--- config.mk ---
export PLATFORM = sky130hd
export DESIGN_NAME = seq_alu
export DESIGN_NICKNAME = d
export VERILOG_FILES = /design/src/rtl/alu_pkg.sv /design/src/rtl/alu_iter_muldiv.sv /design/src/rtl/seq_alu.sv
export SDC_FILE = /design/constraint.sdc
export NUM_CORES = 1
export LEC_CHECK = 0
export CAP_MARGIN = 20
export CORE_ASPECT_RATIO = 1.1
export CORE_UTILIZATION = 48
export CTS_CLUSTER_SIZE = 30
export DETAILED_ROUTE_END_ITERATION = 12
export PLACE_DENSITY = 0.67
export SYNTH_ARGS = -nofsm -noshare
export SYNTH_HDL_FRONTEND = slang
export SYNTH_SLANG_ARGS = --single-unit
--- constraint.sdc ---
create_clock -name clk -period 5.7 [get_ports clk]
set_clock_uncertainty 0.15 [all_clocks]
set_input_delay 1.425 -clock clk [delete_from_list [all_inputs] [get_ports clk]]
set_output_delay 1.425 -clock clk [all_outputs]
set_load 0.02 [all_outputs]
--- src/rtl/alu_pkg.sv ---
// Shared types and helpers for the sequential ALU.
package alu_pkg;

  typedef enum logic [3:0] {
    ALU_ADD  = 4'h0,
    ALU_SUB  = 4'h1,
    ALU_NOT  = 4'h2,
    ALU_AND  = 4'h3,
    ALU_OR   = 4'h4,
    ALU_XOR  = 4'h5,
    ALU_LT   = 4'h6,
    ALU_EQ   = 4'h7,
    ALU_ADC  = 4'h8,
    ALU_SLL  = 4'h9,
    ALU_SRL  = 4'hA,
    ALU_SRA  = 4'hB,
    ALU_MUL  = 4'hC,
    ALU_DIVU = 4'hD,
    ALU_REMU = 4'hE,
    ALU_ILL  = 4'hF
  } alu_op_e;

  typedef enum logic [1:0] {
    ST_IDLE = 2'd0,
    ST_BUSY = 2'd1,
    ST_DONE = 2'd2
  } alu_state_e;

  // Two's-complement overflow of an addition from the operand and sum sign bits.
  function automatic logic add_ovf(input logic a_msb, input logic b_msb, input logic s_msb);
    return (a_msb == b_msb) && (s_msb != a_msb);
  endfunction

  // Ops served by the multi-cycle multiply/divide datapath.
  function automatic logic is_iter(input alu_op_e op);
    return op inside {ALU_MUL, ALU_DIVU, ALU_REMU};
  endfunction

endpackage

--- src/rtl/alu_iter_muldiv.sv ---
// Iterative unsigned multiply / restoring divide, one bit per cycle.
// Ports: start loads a/b and performs the first step; done pulses for one
// cycle once hi/lo hold the final value (MUL: {hi,lo} = a*b; DIV: lo =
// quotient, hi = remainder; divide by zero naturally yields lo = all ones,
// hi = a).
module alu_iter_muldiv #(
  parameter int unsigned W = 8
) (
  input  logic         clk,
  input  logic         rst,
  input  logic         start,
  input  logic         div_mode,
  input  logic [W-1:0] a,
  input  logic [W-1:0] b,
  output logic         done,
  output logic [W-1:0] hi,
  output logic [W-1:0] lo
);

  localparam int unsigned CW = $clog2(W);

  logic [W-1:0]  hi_q, lo_q, aux_q;
  logic          div_q, run_q, done_q;
  logic [CW-1:0] cnt_q;

  logic [W-1:0]  cur_hi, cur_lo, cur_aux, nxt_hi, nxt_lo;
  logic          cur_div, ge;
  logic [W:0]    mul_sum, div_sh;

  // One step of the selected algorithm; on start it operates on freshly loaded operands.
  always_comb begin
    cur_hi  = start ? '0 : hi_q;
    cur_lo  = start ? a : lo_q;
    cur_aux = start ? b : aux_q;
    cur_div = start ? div_mode : div_q;

    mul_sum = {1'b0, cur_hi} + (cur_lo[0] ? {1'b0, cur_aux} : '0);
    div_sh  = {cur_hi, cur_lo[W-1]};
    ge      = div_sh >= {1'b0, cur_aux};

    if (cur_div) begin
      nxt_hi = ge ? W'(div_sh - {1'b0, cur_aux}) : div_sh[W-1:0];
      nxt_lo = {cur_lo[W-2:0], ge};
    end else begin
      nxt_hi = mul_sum[W:1];
      nxt_lo = {mul_sum[0], cur_lo[W-1:1]};
    end
  end

  // Step counter loads W-1 on start; the last step happens when it reads 1.
  always_ff @(posedge clk) begin
    if (rst) begin
      hi_q   <= '0;
      lo_q   <= '0;
      aux_q  <= '0;
      div_q  <= 1'b0;
      run_q  <= 1'b0;
      done_q <= 1'b0;
      cnt_q  <= '0;
    end else begin
      done_q <= 1'b0;
      if (start || run_q) begin
        hi_q <= nxt_hi;
        lo_q <= nxt_lo;
      end
      if (start) begin
        aux_q <= b;
        div_q <= div_mode;
        run_q <= 1'b1;
        cnt_q <= CW'(W - 1);
      end else if (run_q) begin
        cnt_q <= cnt_q - CW'(1);
        if (cnt_q == CW'(1)) begin
          run_q  <= 1'b0;
          done_q <= 1'b1;
        end
      end
    end
  end

  assign done = done_q;
  assign hi   = hi_q;
  assign lo   = lo_q;

endmodule

--- src/rtl/seq_alu.sv ---
// Registered ALU with valid/ready request and result handshakes.
// Ports: in_valid/in_ready accept {op,a,b,cin}; out_valid/out_ready
// return {result,carry,overflow,zero}. Single-cycle ops produce a result
// one cycle after acceptance; MUL/DIVU/REMU take W+1 cycles.
module seq_alu
  import alu_pkg::*;
#(
  parameter int unsigned W = 8
) (
  input  logic         clk,
  input  logic         rst,
  input  logic         in_valid,
  output logic         in_ready,
  input  logic [3:0]   op,
  input  logic [W-1:0] a,
  input  logic [W-1:0] b,
  input  logic         cin,
  output logic         out_valid,
  input  logic         out_ready,
  output logic [W-1:0] result,
  output logic         carry,
  output logic         overflow,
  output logic         zero
);

  localparam int unsigned SHW = $clog2(W);

  alu_state_e   state_q, state_d;
  alu_op_e      op_e, op_q;
  logic         bz_q;
  logic         it_start, load_sc, load_it;
  logic         it_done;
  logic [W-1:0] it_hi, it_lo, it_res;
  logic         it_ovf;

  logic [W-1:0]   b_eff, sc_res;
  logic           cin_eff, sum_ovf, sc_carry, sc_ovf;
  logic [W:0]     sum;
  logic [SHW-1:0] sh;

  assign op_e = alu_op_e'(op);

  // Single-cycle ops; SUB and LT share the adder with an inverted addend.
  always_comb begin
    b_eff   = b;
    cin_eff = 1'b0;
    if (op_e == ALU_SUB || op_e == ALU_LT) begin
      b_eff   = ~b;
      cin_eff = 1'b1;
    end else if (op_e == ALU_ADC) begin
      cin_eff = cin;
    end
    sum     = {1'b0, a} + {1'b0, b_eff} + (W+1)'(cin_eff);
    sum_ovf = add_ovf(a[W-1], b_eff[W-1], sum[W-1]);
    sh      = b[SHW-1:0];

    sc_res   = '0;
    sc_carry = 1'b0;
    sc_ovf   = 1'b0;
    case (op_e)
      ALU_ADD, ALU_SUB, ALU_ADC: begin
        sc_res   = sum[W-1:0];
        sc_carry = sum[W];
        sc_ovf   = sum_ovf;
      end
      ALU_NOT: sc_res = ~a;
      ALU_AND: sc_res = a & b;
      ALU_OR:  sc_res = a | b;
      ALU_XOR: sc_res = a ^ b;
      ALU_LT:  sc_res = W'(sum[W-1] ^ sum_ovf);
      ALU_EQ:  sc_res = W'(a == b);
      ALU_SLL: sc_res = a << sh;
      ALU_SRL: sc_res = a >> sh;
      ALU_SRA: sc_res = W'($signed(a) >>> sh);
      default: sc_res = '0;
    endcase
  end

  alu_iter_muldiv #(.W(W)) u_iter (
    .clk      (clk),
    .rst      (rst),
    .start    (it_start),
    .div_mode (op_e != ALU_MUL),
    .a        (a),
    .b        (b),
    .done     (it_done),
    .hi       (it_hi),
    .lo       (it_lo)
  );

  // Select the multi-cycle result; divide-by-zero was noted at acceptance.
  always_comb begin
    it_res = it_lo;
    it_ovf = bz_q;
    case (op_q)
      ALU_MUL:  begin it_res = it_lo; it_ovf = |it_hi; end
      ALU_REMU: begin it_res = it_hi; it_ovf = bz_q;   end
      default:  begin it_res = it_lo; it_ovf = bz_q;   end
    endcase
  end

  // Next-state and load strobes.
  always_comb begin
    state_d  = state_q;
    it_start = 1'b0;
    load_sc  = 1'b0;
    load_it  = 1'b0;
    case (state_q)
      ST_IDLE: begin
        if (in_valid) begin
          if (is_iter(op_e)) begin
            it_start = 1'b1;
            state_d  = ST_BUSY;
          end else begin
            load_sc = 1'b1;
            state_d = ST_DONE;
          end
        end
      end
      ST_BUSY: begin
        if (it_done) begin
          load_it = 1'b1;
          state_d = ST_DONE;
        end
      end
      ST_DONE: begin
        if (out_ready) state_d = ST_IDLE;
      end
      default: state_d = ST_IDLE;
    endcase
  end

  // State, handshake flags and result registers.
  always_ff @(posedge clk) begin
    if (rst) begin
      state_q   <= ST_IDLE;
      in_ready  <= 1'b1;
      out_valid <= 1'b0;
      op_q      <= ALU_ADD;
      bz_q      <= 1'b0;
      result    <= '0;
      carry     <= 1'b0;
      overflow  <= 1'b0;
      zero      <= 1'b0;
    end else begin
      state_q   <= state_d;
      in_ready  <= (state_d == ST_IDLE);
      out_valid <= (state_d == ST_DONE);
      if (it_start) begin
        op_q <= op_e;
        bz_q <= (b == '0);
      end
      if (load_sc) begin
        result   <= sc_res;
        carry    <= sc_carry;
        overflow <= sc_ovf;
        zero     <= (sc_res == '0);
      end else if (load_it) begin
        result   <= it_res;
        carry    <= 1'b0;
        overflow <= it_ovf;
        zero     <= (it_res == '0);
      end
    end
  end

endmodule

## Word level (Yosys, flattened, before mapping)

Cells that the tools add are included.
Widths: inputs -> output; s select.

- Add/sub/neg operators: 5
- Magnitude comparators: 1
- Equal/unequal tests: 24
- Shifts and indexed selects: 3
- Mux-type cells: 43
- Bitwise operators: 7
- Reduce and logical (&&, ||, !) cells: 15

Operators by type and width:

| kind | count |
|---|---|
| $mux 8 | 11 |
| $pmux 8 s10 | 1 |
| $eq 4x4->1 const B | 9 |
| $logic_not 8->1 | 3 |
| $mux 1 | 24 |
| $add 8x8->9 | 2 |
| $eq 4x3->1 const B | 4 |
| $not 8->8 | 2 |
| $add 9x1->9 | 1 |
| $ge 9x8->1 | 1 |
| $and 8x8->8 | 1 |
| $eq 4x2->1 const B | 2 |
| $eq 8x8->1 | 1 |
| $mux 2 | 4 |
| $or 8x8->8 | 1 |
| $reduce_or 8->1 | 1 |
| $shl 8x3->8 | 1 |
| $shr 8x3->8 | 1 |
| $sshr 8x3->8 | 1 |
| $sub 8x8->8 | 1 |
| $xor 8x8->8 | 1 |
| $mux 3 | 2 |
| $pmux 2 s3 | 1 |
| $reduce_or 3->1 | 2 |
| 16 further kinds | 20 |

- Flip-flop bits (word level): 50
- Bits of input ports: 25
- Output and inout bits: 13

## Depth between registers and ports, before layout

- Depth after elaboration: 11
- Mapped depth: 16
- Mapped depth without buffers: 14

## Modules after synthesis

From an unflattened synthesis, not the netlist that was laid out.

- Cells, all modules: 645
- Area total of the unflattened synthesis: 4,992.3 um^2

By module, submodules not included:

| module | times used | cells an instance | area each (um^2) | seq. area each (um^2) |
|---|---|---|---|---|
| seq_alu | 1 | 370 | 2,792.7 | 400.4 |
| alu_iter_muldiv | 1 | 275 | 2,199.6 | 600.6 |

## Worst setup path after synthesis

Ideal clock, no wire load.

- Path type: input -> register
- Start: input port in_valid
- End: register u_iter.hi_q[0], in the netlist u_iter.hi[0]
- Arrival: 5,255 ps
- Setup slack: 207 ps
- Stages: 15
- Path buffers: 4
- Cell sequence: or3b_1 > buf_2 > nor3_1 > buf_2 > buf_1 > mux2i_1 > ha_1 > o21a_1 > o31a_1 > o31a_1 > o211a_1 > or2_0 > clkbuf_2 > or3_1 > a311oi_2

- Cells in the longest elaborated chain, start to end: 6
- Elaborated cells between the ends (all ways): 13
- Classes of those cells: 2 x add/sub; 1 x order compare; 9 x mux; 1 x reduce/logical

RTL lines:

| element | line | source |
|---|---|---|
| from (decl) | seq_alu.sv:12 | `input logic in_valid,` |
| $mux 1 * | seq_alu.sv:110 | `if (in_valid) begin` |
| $mux 1 * | seq_alu.sv:108 | `case (state_q)` |
| $mux 8 (on tied branches) | alu_iter_muldiv.sv:34, alu_iter_muldiv.sv:32, alu_iter_muldiv.sv:33 |  |
| $mux 8, or another cell as far along | alu_iter_muldiv.sv:37 | `mul_sum = {1'b0, cur_hi} + (cur_lo[0] ? {1'b0, cur_aux} : '0);` |
| $add 8x8->9 or $mux 8 (tied branches) | alu_iter_muldiv.sv:37, alu_iter_muldiv.sv:42 |  |
| $mux 8 | alu_iter_muldiv.sv:41 | `if (cur_div) begin` |
| to (signal assigned) | alu_iter_muldiv.sv:63 | `hi_q <= nxt_hi;` |
| to (decl) | alu_iter_muldiv.sv:22 | `logic [W-1:0] hi_q, lo_q, aux_q;` |

Mark *: on every way between the ends. The rest lies on a longest branch, timed or not.
A chain may end at the register's enable or synchronous reset.

## Worst setup path in the final report

Same ends and word-level chain as after synthesis.

==> results.json <==
{
  "fmax_mhz": 194,
  "drtIter0Drc": 332,
  "vias": 4958,
  "r2r_slack_ns": 1.72,
  "yosys_warnings": 0,
  "p_int_mw": 0.670,
  "gr-max-usage-layer": "met2",
  "worstMarginPinSlew_ns": 0.785,
  "grt_max_degree": 45,
  "min_path_cells": 2,
  "post-route-min-period_ns": 5.15,
  "swShare_pct": 38.3,
  "cp_cell_sequence": "clkdlybuf4s50_1 > or3b_1 > nor3_2 > buf_12 > mux2i_1 > ha_1 > o21a_1 > o31a_1 > o31a_1 > o211a_1 > or2_0 > or3_1 > a311oi_2",
  "synth_largest_area_cell": "dfxtp_1",
  "synth_edf_count": 0,
  "gr-usage-met3_pct": 3.44,
  "cts-root-buf": "clkbuf_8",
  "post-route-worst-setup-slack_ns": 0.545,
  "hp-start": "carry",
  "layout-drive-gt1-share_pct": 7.94,
  "rows": 38,
  "power.density_nw_per_um2": 197,
  "reg2regPathDepth": 12,
  "fin_nets": 725,
  "drv_cap": 0,
  "finalHoldViolCount": 0,
  "path_clk_slew_ns": 0.10,
  "htree_levels": 2,
  "io_pins": 38,
  "die_area_sq_um": 10500,
  "cp_data_arrival_time_ns": 5.22,
  "drt_wl_total_um": 15000,
  "cts_hold_buffers": 0,
  "synth.avg_cell_area_sq_um": 7.72,
  "synth_top_area_share_pct": 20.7,
  "synth-seq-area-share_pct": 20.7,
  "grt.met1_usage_pct": 36.7,
  "p_sw_mw": 0.416,
  "finalSetupTns_ns": 0,
  "hp-class": "reg2reg",
  "die_w_um": 97.8,
  "synth_flop_cell": "dfxtp_1",
  "synth_fp_nets": 698,
  "seqCellArea_sq_um": 1000,
  "synth_cell_type_count": 73,
  "fillCellCount": 943,
  "antenna_found_initial": 0,
  "yosysMostFrequentCell": "nor2_1",
  "cts_buffers": 5,
  "pwr-share-clk_pct": 20.7,
  "dieHeight_um": 107,
  "synth_area_sq_um": 4840,
  "areaGrowthSynthToFinish_pct": 13.8,
  "rr_startpoint": "state_q[1]",
  "stdcell_area_sq_um": 5510,
  "gp_congestion": 0.986,
  "path_common_cell": "o31a_1",
  "start_kind": "input pin",
  "initial_core_util_pct": 49.2,
  "port_buffers": 37,
  "drtPass1Iterations": 11,
  "status": "finished with violations",
  "grt_overflow": 0,
  "clock_sinks": 50,
  "cts_setup_buffers": 0,
  "multiInputGateArea_sq_um": 3550,
  "rsz0062_at_grt": "no",
  "fin_crit_sh_pct": 90.4,
  "ctsLongestPathBuffers": 2,
  "path_max_fanout": 22,
  "insertedDiodeCount": 0,
  "cpPeakStageDelay_ns": 0.46,
  "hold_end": "carry",
  "failed_checks": "design-rule violations",
  "dpl_cell_area_sq_um": 5410,
  "pwr-share-comb_pct": 43.8,
  "setup_viol": 0,
  "use_met2_pct": 49.9,
  "detailed_place_hpwl_um": 11600,
  "drc_errors": 6,
  "vias_per_cell": 6.40,
  "p_leak_nw": 2.26,
  "grt_usage_pct": 29.4,
  "synth.area.top_cells": "dfxtp_1 (21%), ha_1 (11%), mux2i_1 (6.6%)",
  "cp_slowest_cell": "clkdlybuf4s50_1",
  "coreArea_sq_um": 9840,
  "p_seq_share_pct": 35.5,
  "path_class": "in2reg",
  "worstSetupEndpointType": "flip-flop",
  "maxSlewHeadroom_pct": 47.7,
  "ir_drop_v": 0.000122,
  "async_flop_share_pct": 0,
  "clkLatencyLatePin_ns": 0.31,
  "synthCells": 627,
  "grt_first_pass_wirelength_um": 24400,
  "ant_nets": 0,
  "wl_per_cell_um": 19.4,
  "ctsResizeCount": 0,
  "reg2reg_to": "u_iter.hi[0]",
  "grt_pass1_vias": 4720,
  "finalMaxSlewViolations": 0,
  "synth.ff_latch_count": 50,
  "cts_tree": "built",
  "worst_hold_slack_ns": 0.318,
  "synth_commonest_cells": "nor2_1 (71), nand2_1 (51), dfxtp_1 (50)",
  "required_ns": 5.76,
  "pre_cts_ws_ns": 0.253
}
## layout by cell type (no fill, tap or decap), types with 4 or more instances in the layout
master           instances
buf_4                   25
nor4_1                   9
o31a_1                   4
o221ai_1                 5
and2_1                   9
nand2b_1                 9
nor2b_1                  7
xnor2_1                 14
xor2_1                   5
nand4b_1                 5
inv_1                   34
nand4_1                  5
nor3_1                  17
o21a_1                   5
nand3_1                 18
o211a_1                  4
o21ai_0                 33
a31oi_1                  4
a211oi_1                 4
a211o_1                  4
clkbuf_8                 6
a221oi_1                 6
a2111oi_0                4
mux2i_1                 32
o211ai_1                 8
nand2_1                 51
clkdlybuf4s50_1         37
mux4_2                   9
nor2_1                  71
o22ai_1                  7
dfxtp_1                 50
ha_1                    42
fa_1                     4
a21oi_1                 47
## critical path: cells and delay by family
kind                       cells  cell delay (ns)
muxes                          1             0.35
and+or+nand+nor                4             1.31
AOI/OAI and AO/OA              5             1.11
buffers and inverters          2             0.68
adders and majority gates      1             0.34
## power by group through the flow
stage                     registers (mW)  logic, mW  clock network, mW
final                              0.385      0.476              0.225
after global routing               0.388      0.518              0.241
after CTS                          0.385      0.468              0.229
after detailed placement           0.393      0.465                  0
after global placement             0.393      0.461                  0
after floorplan                    0.399      0.311                  0
## registers in the layout, indices dropped and copies added (netlist names), 2 cells and up
| register | count |
|---|---|
| op_q | 4 |
| result | 8 |
| u_iter.hi | 8 |
| u_iter.lo | 8 |
| state_q | 2 |
| u_iter.cnt_q | 3 |
| u_iter.aux_q | 8 |
## per-stage QoR
step | power [mW] | std cells | util, %
CTS | 1.08 | 775 | 56.0
finish | 1.09 | 775 | 56.0
detailed placement | 0.858 | 767 | 55.0
global placement | 0.854 | 767 | 55.0
floorplan | 0.710 | 627 | -
global route | 1.15 | 775 | 56.0
## cell families after synthesis
group	share of synthesized area, %
AND/OR/NAND/NOR	22.0
flip-flops	20.7
adder cells (fa/ha/maj)	12.5
AO/OA/AOI/OAI	24.2
XOR/XNOR	3.44
multiplexers	11.0
buffers and inverters	6.12
## worst max-delay path by stage
stage               startpoint      endpoint  slack [ns]  depth (start not counted)
finish                in_valid  u_iter.hi[0]        0.55                         13
global route             op[0]          zero        0.24                         15
CTS                   in_valid  u_iter.hi[0]        0.56                         12
detailed placement    in_valid  u_iter.hi[0]        0.25                         12
global placement         op[0]     result[7]        0.31                         15
floorplan             in_valid  u_iter.hi[0]        0.21                         15
## routing by layer
metal  wire, um  share of wire [%]
met5          0                  0
met4        732                4.9
met3        926                6.2
met2       6960                 46
met1       6390                 43
## layout make-up
cell class / instances / area share, %
clock inverters: 2 / 0.295
inverters: 35 / 2.38
well taps: 120 / 2.72
multi-input cells: 499 / 64.4
flip-flops and latches: 50 / 18.2
repair buffers: 63 / 10.5
clock buffers: 6 / 1.50
(Power assumes the default switching activity.)
